**src/rtl/axi4_lite_read_master.sv**
```systemverilog
// AXI4-Lite read initiator: one outstanding single-word read, AR/R handshakes, one-cycle response pulse.
// Optional watchdog abort for a dead slave: define AXI4_LITE_READ_MASTER_TIMEOUT_EN.
module axi4_lite_read_master #(
   parameter int ADDR_WIDTH     = 32,
   parameter int DATA_WIDTH     = 32,
   parameter int TIMEOUT_CYCLES = 256
) (
   input  logic                  clk,
   input  logic                  rst,
   input  logic                  req_valid,
   input  logic [ADDR_WIDTH-1:0] req_addr,
   output logic                  req_ready,
   output logic                  resp_valid,
   output logic [DATA_WIDTH-1:0] resp_data,
   output logic [1:0]            resp_code,
   output logic                  resp_err,
   output logic [ADDR_WIDTH-1:0] M_AXI_ARADDR,
   output logic                  M_AXI_ARVALID,
   input  logic                  M_AXI_ARREADY,
   input  logic [DATA_WIDTH-1:0] M_AXI_RDATA,
   input  logic [1:0]            M_AXI_RRESP,
   input  logic                  M_AXI_RVALID,
   output logic                  M_AXI_RREADY
);

   typedef enum logic [1:0] {
      ST_IDLE = 2'd0,
      ST_ADDR = 2'd1,
      ST_DATA = 2'd2,
      ST_RESP = 2'd3
   } state_t;

   state_t                  state_r;
   logic                    req_ready_r;
   logic                    resp_valid_r;
   logic                    resp_err_r;
   logic [DATA_WIDTH-1:0]   resp_data_r;
   logic [1:0]              resp_code_r;
   logic [ADDR_WIDTH-1:0]   araddr_r;
   logic                    arvalid_r;
   logic                    rready_r;
   logic                    expire_s;

`ifdef AXI4_LITE_READ_MASTER_TIMEOUT_EN
   localparam int CNT_W = $clog2(TIMEOUT_CYCLES + 1);
   localparam logic [CNT_W-1:0] CNT_LAST = CNT_W'(TIMEOUT_CYCLES - 1);

   logic [CNT_W-1:0] cnt_r;

   // Expiry fires on the edge where the count would reach TIMEOUT_CYCLES.
   assign expire_s = (cnt_r == CNT_LAST);

   // Watchdog count: zero while idle, advances every cycle spent waiting on the slave.
   always_ff @(posedge clk or posedge rst) begin
      if (rst) begin
         cnt_r <= '0;
      end else if (state_r == ST_IDLE) begin
         cnt_r <= '0;
      end else if ((state_r == ST_ADDR) || (state_r == ST_DATA)) begin
         cnt_r <= cnt_r + CNT_W'(1);
      end else begin
         cnt_r <= cnt_r;
      end
   end
`else
   assign expire_s = 1'b0;
`endif

   // Transaction FSM with all outputs registered alongside the state.
   always_ff @(posedge clk or posedge rst) begin
      if (rst) begin
         state_r      <= ST_IDLE;
         req_ready_r  <= 1'b0;
         resp_valid_r <= 1'b0;
         resp_err_r   <= 1'b0;
         resp_data_r  <= '0;
         resp_code_r  <= 2'b00;
         araddr_r     <= '0;
         arvalid_r    <= 1'b0;
         rready_r     <= 1'b0;
      end else begin
         case (state_r)
            ST_IDLE: begin
               resp_valid_r <= 1'b0;
               if (req_valid && req_ready_r) begin
                  araddr_r    <= req_addr;
                  arvalid_r   <= 1'b1;
                  req_ready_r <= 1'b0;
                  state_r     <= ST_ADDR;
               end else begin
                  req_ready_r <= 1'b1;
               end
            end
            ST_ADDR: begin
               if (expire_s) begin
                  arvalid_r    <= 1'b0;
                  rready_r     <= 1'b0;
                  resp_data_r  <= '0;
                  resp_code_r  <= 2'b11;
                  resp_err_r   <= 1'b1;
                  resp_valid_r <= 1'b1;
                  state_r      <= ST_RESP;
               end else if (M_AXI_ARREADY) begin
                  arvalid_r <= 1'b0;
                  rready_r  <= 1'b1;
                  state_r   <= ST_DATA;
               end else begin
                  state_r <= ST_ADDR;
               end
            end
            ST_DATA: begin
               // A real R handshake takes priority over an expiry on the same edge.
               if (M_AXI_RVALID) begin
                  rready_r     <= 1'b0;
                  resp_data_r  <= M_AXI_RDATA;
                  resp_code_r  <= M_AXI_RRESP;
                  resp_err_r   <= |M_AXI_RRESP;
                  resp_valid_r <= 1'b1;
                  state_r      <= ST_RESP;
               end else if (expire_s) begin
                  arvalid_r    <= 1'b0;
                  rready_r     <= 1'b0;
                  resp_data_r  <= '0;
                  resp_code_r  <= 2'b11;
                  resp_err_r   <= 1'b1;
                  resp_valid_r <= 1'b1;
                  state_r      <= ST_RESP;
               end else begin
                  state_r <= ST_DATA;
               end
            end
            ST_RESP: begin
               resp_valid_r <= 1'b0;
               req_ready_r  <= 1'b1;
               state_r      <= ST_IDLE;
            end
            default: begin
               arvalid_r    <= 1'b0;
               rready_r     <= 1'b0;
               resp_valid_r <= 1'b0;
               req_ready_r  <= 1'b0;
               state_r      <= ST_IDLE;
            end
         endcase
      end
   end

   assign req_ready     = req_ready_r;
   assign resp_valid    = resp_valid_r;
   assign resp_data     = resp_data_r;
   assign resp_code     = resp_code_r;
   assign resp_err      = resp_err_r;
   assign M_AXI_ARADDR  = araddr_r;
   assign M_AXI_ARVALID = arvalid_r;
   assign M_AXI_RREADY  = rready_r;

endmodule
```
**config.mk**
```make
export PLATFORM = sky130hd
export DESIGN_NAME = axi4_lite_read_master
export DESIGN_NICKNAME = d
export VERILOG_FILES = /design/src/rtl/axi4_lite_read_master.sv
export SDC_FILE = /design/constraint.sdc
export NUM_CORES = 1
export LEC_CHECK = 0
export ABC_AREA = 1
export CAP_MARGIN = 20
export CELL_PAD_IN_SITES_DETAIL_PLACEMENT = 1
export CELL_PAD_IN_SITES_GLOBAL_PLACEMENT = 1
export CORE_MARGIN = 2
export CORE_UTILIZATION = 29
export DETAILED_ROUTE_END_ITERATION = 10
export PLACE_DENSITY = 0.75
export SLEW_MARGIN = 20
export SYNTH_ARGS = -nofsm -noshare
export SYNTH_HDL_FRONTEND = slang
export SYNTH_SLANG_ARGS = --single-unit
```
**constraint.sdc**
```tcl
create_clock -name clk -period 3 [get_ports clk]
set_input_delay 0.3 -clock clk [delete_from_list [all_inputs] [get_ports clk]]
set_output_delay 0.3 -clock clk [all_outputs]
set_load 0.05 [all_outputs]
```
==> results.json <==
{
  "crit_buf_inv": 1,
  "port_buffers": 141,
  "min_path_type": "primary input to async pin",
  "antenna_found_initial": 0,
  "dp_hpwl_mm": 6.25,
  "rr_worst_depth": 5,
  "min_period_ps": 1870,
  "yosysSeqAreaShare": 0.600,
  "grt_max_degree": 38,
  "tightest_slew_ps": 649,
  "placed_area_um2": 4520,
  "clk_path_buf_depth": 2,
  "vias_per_cell": 4.44,
  "ant_nets": 0,
  "wl_per_cell_um": 14.2,
  "power_density_nw_per_um2": 1310,
  "max-cap-violations": 0,
  "final_cell_count_no_fill": 616,
  "crit_required_ps": 3220,
  "ys.flop_type": "dfrtp_1",
  "finalWirelength_mm": 8.76,
  "fin_skew_ps": 10.8,
  "drt_iter0_markers": 77,
  "dr.pass1.iters": 4,
  "totalPowerFinal_mw": 6.29,
  "slew_viol_final": 0,
  "drc": 0,
  "fin_crit_sh": 0.623,
  "critPathSlowestCell": "ha_1",
  "grt_pass1_vias": 2932,
  "worst-path-stages": 5,
  "gr-total-overflow": 0,
  "synth.distinct_cells": 18,
  "final-hold-violation-count": 0,
  "slowest_delay_ps": 590,
  "syn_to_final_growth_pct": 57.9,
  "dieArea_um2": 11300,
  "cts_made_buffers": 9,
  "cp_common_cell": "nand2_1",
  "clkSinkCount": 73,
  "leakagePower_nw": 2.35,
  "relSlewSlack": 0.568,
  "ys_warn_count": 0,
  "die_h_um": 106,
  "cts_root_buf": "clkbuf_8",
  "insertedDiodeCount": 0,
  "clock_latency_ps": 340,
  "syn_inst": 336,
  "route.vias.total": 2732,
  "synth_area_um2": 3050,
  "path_cells": "inv_1 > ha_1 > nand2_4 > nand2_1 > nand2_1",
  "finish.utilization": 0.468,
  "ios": 142,
  "cp_max_fo": 32,
  "place.gp.congestion": 0.733,
  "cp.arrival_ps": 2090,
  "multi_input_area_um2": 1040,
  "grt_pass1_wl_mm": 14.3,
  "crit_path_start_kind": "flop",
  "layout-drive-gt1-share": 0.0708,
  "finalSetupViolations": 0,
  "fin_nets": 552,
  "post_cts_buffers": 0,
  "endpoint_kind": "flop",
  "rsz0062_at_grt": "no",
  "cts-resized-gates": 0,
  "die-width_um": 106,
  "tns_ps": 0,
  "register_area_um2": 1830,
  "syn_nets": 413,
  "critPathTopFamily": "adder cells",
  "htreeDepth": 3,
  "peakVddDrop_uv": 493,
  "status": "completed",
  "cts_tree": "built",
  "placementRows": 37,
  "async_flop_share": 1.00,
  "gr-usage-all-layers": 0.160,
  "clock.fmax_mhz": 535,
  "post-route-cell-area_um2": 4810,
  "initial_core_util": 0.296,
  "synth_edf_count": 0,
  "ys_seq_elements": 73,
  "synth_area_per_cell_um2": 9.07,
  "hold_buffers": 0,
  "clk_pin_slew_ps": 80,
  "placed_cells": 600,
  "worstSetupPathType": "flop to flop",
  "fillers": 1178,
  "coreArea_um2": 10300
}
-- registers in the layout (all words and copies together) (netlist names), named ones only --
signal / count
M_AXI_ARADDR: 32
resp_data: 32
resp_code: 2
M_AXI_ARVALID: 1
M_AXI_RREADY: 1
req_ready: 1
resp_err: 1
resp_valid: 1
state_r: 1
-- cells in the mapped netlist (2+ instances only) --
cell type / n / area, µm²
inv_4: 2 / 12.5
buf_2: 5 / 25.0
o21ai_0: 3 / 15.0
nand3_1: 35 / 175
dfrtp_1: 73 / 1830
nand2_1: 172 / 646
nor2_1: 2 / 7.51
nand2_4: 2 / 22.5
inv_1: 10 / 37.5
buf_6: 5 / 56.3
nand2_2: 11 / 68.8
ha_1: 6 / 75.1
buf_4: 5 / 37.5
-- logic make-up after synthesis --
group	synth area share
compound gates	0.00903
simple gates	0.306
buf+inv	0.0604
fa+ha+maj	0.0246
flops	0.600
-- routing by layer --
layer | wire, µm | vias to the layer above | GRT usage
met3 | 786 | 12 | 0.0503
li1 | - | 1312 | -
met1 | 3880 | 1304 | 0.207
met2 | 3970 | 104 | 0.253
met5 | 0 | - | 0
met4 | 126 | 0 | 0.0557
-- through the flow --
| step | hold slack, ps | setup slack, ps |
|---|---|---|
| after floorplan | 404 | 847 |
| after global placement | 452 | 1150 |
| after detailed placement | 459 | 1080 |
| after CTS | 258 | 1060 |
| after global routing | 285 | 905 |
| final | 246 | 1130 |
-- placed cells by master (no fill, tap or decap) --
cell type and instances:
nand2_1 172, clkdlybuf4s50_1 141, dfrtp_1 73, nand3_1 35
nand2_2 11, clkbuf_8 10, inv_1 9, ha_1 6
bufinv_16 5, o21ai_0 3, buf_4 3, nand2_4 2
inv_4 2, nor2_1 2, nand3b_1 1, clkinv_2 1
a21oi_1 1, o21bai_1 1, nand4_1 1, clkbuf_1 1
-- worst register-to-register path, stage by stage (launching register included) --
cell,delay (ps)
dfrtp_1,450
inv_1,140
ha_1,590
nand2_4,360
nand2_1,160
nand2_1,60
-- area by class of cell --
type / count / share of cell area
clock buffer: 11 / 0.0294
clock inverter: 5 / 0.0312
inverter: 12 / 0.0107
multi-input combinational: 235 / 0.215
sequential: 73 / 0.380
tap: 136 / 0.0354
timing repair buffer: 144 / 0.298
-- final timing paths --
path / startpoint / end / slack, ps
max: state_r[0] / M_AXI_ARADDR[31] / 1130
min: rst / resp_data[14] / 250
max reg2reg: state_r[0] / M_AXI_ARADDR[31] / 1130
min reg2reg: M_AXI_ARADDR[3] / M_AXI_ARADDR[3] / 470
max in group asynchronous: rst / M_AXI_ARADDR[30] / 2060
min in group clk: M_AXI_ARADDR[3] / M_AXI_ARADDR[3] / 470
-- where the power goes --
part / total, mW / switching, mW / leakage (nW) / internal, mW
Combinational: 3.46 / 2.37 / 1.30 / 1.09
Clock: 1.11 / 0.367 / 0.144 / 0.745
Sequential: 1.72 / 0.280 / 0.906 / 1.44
(Power assumes the default switching activity.)
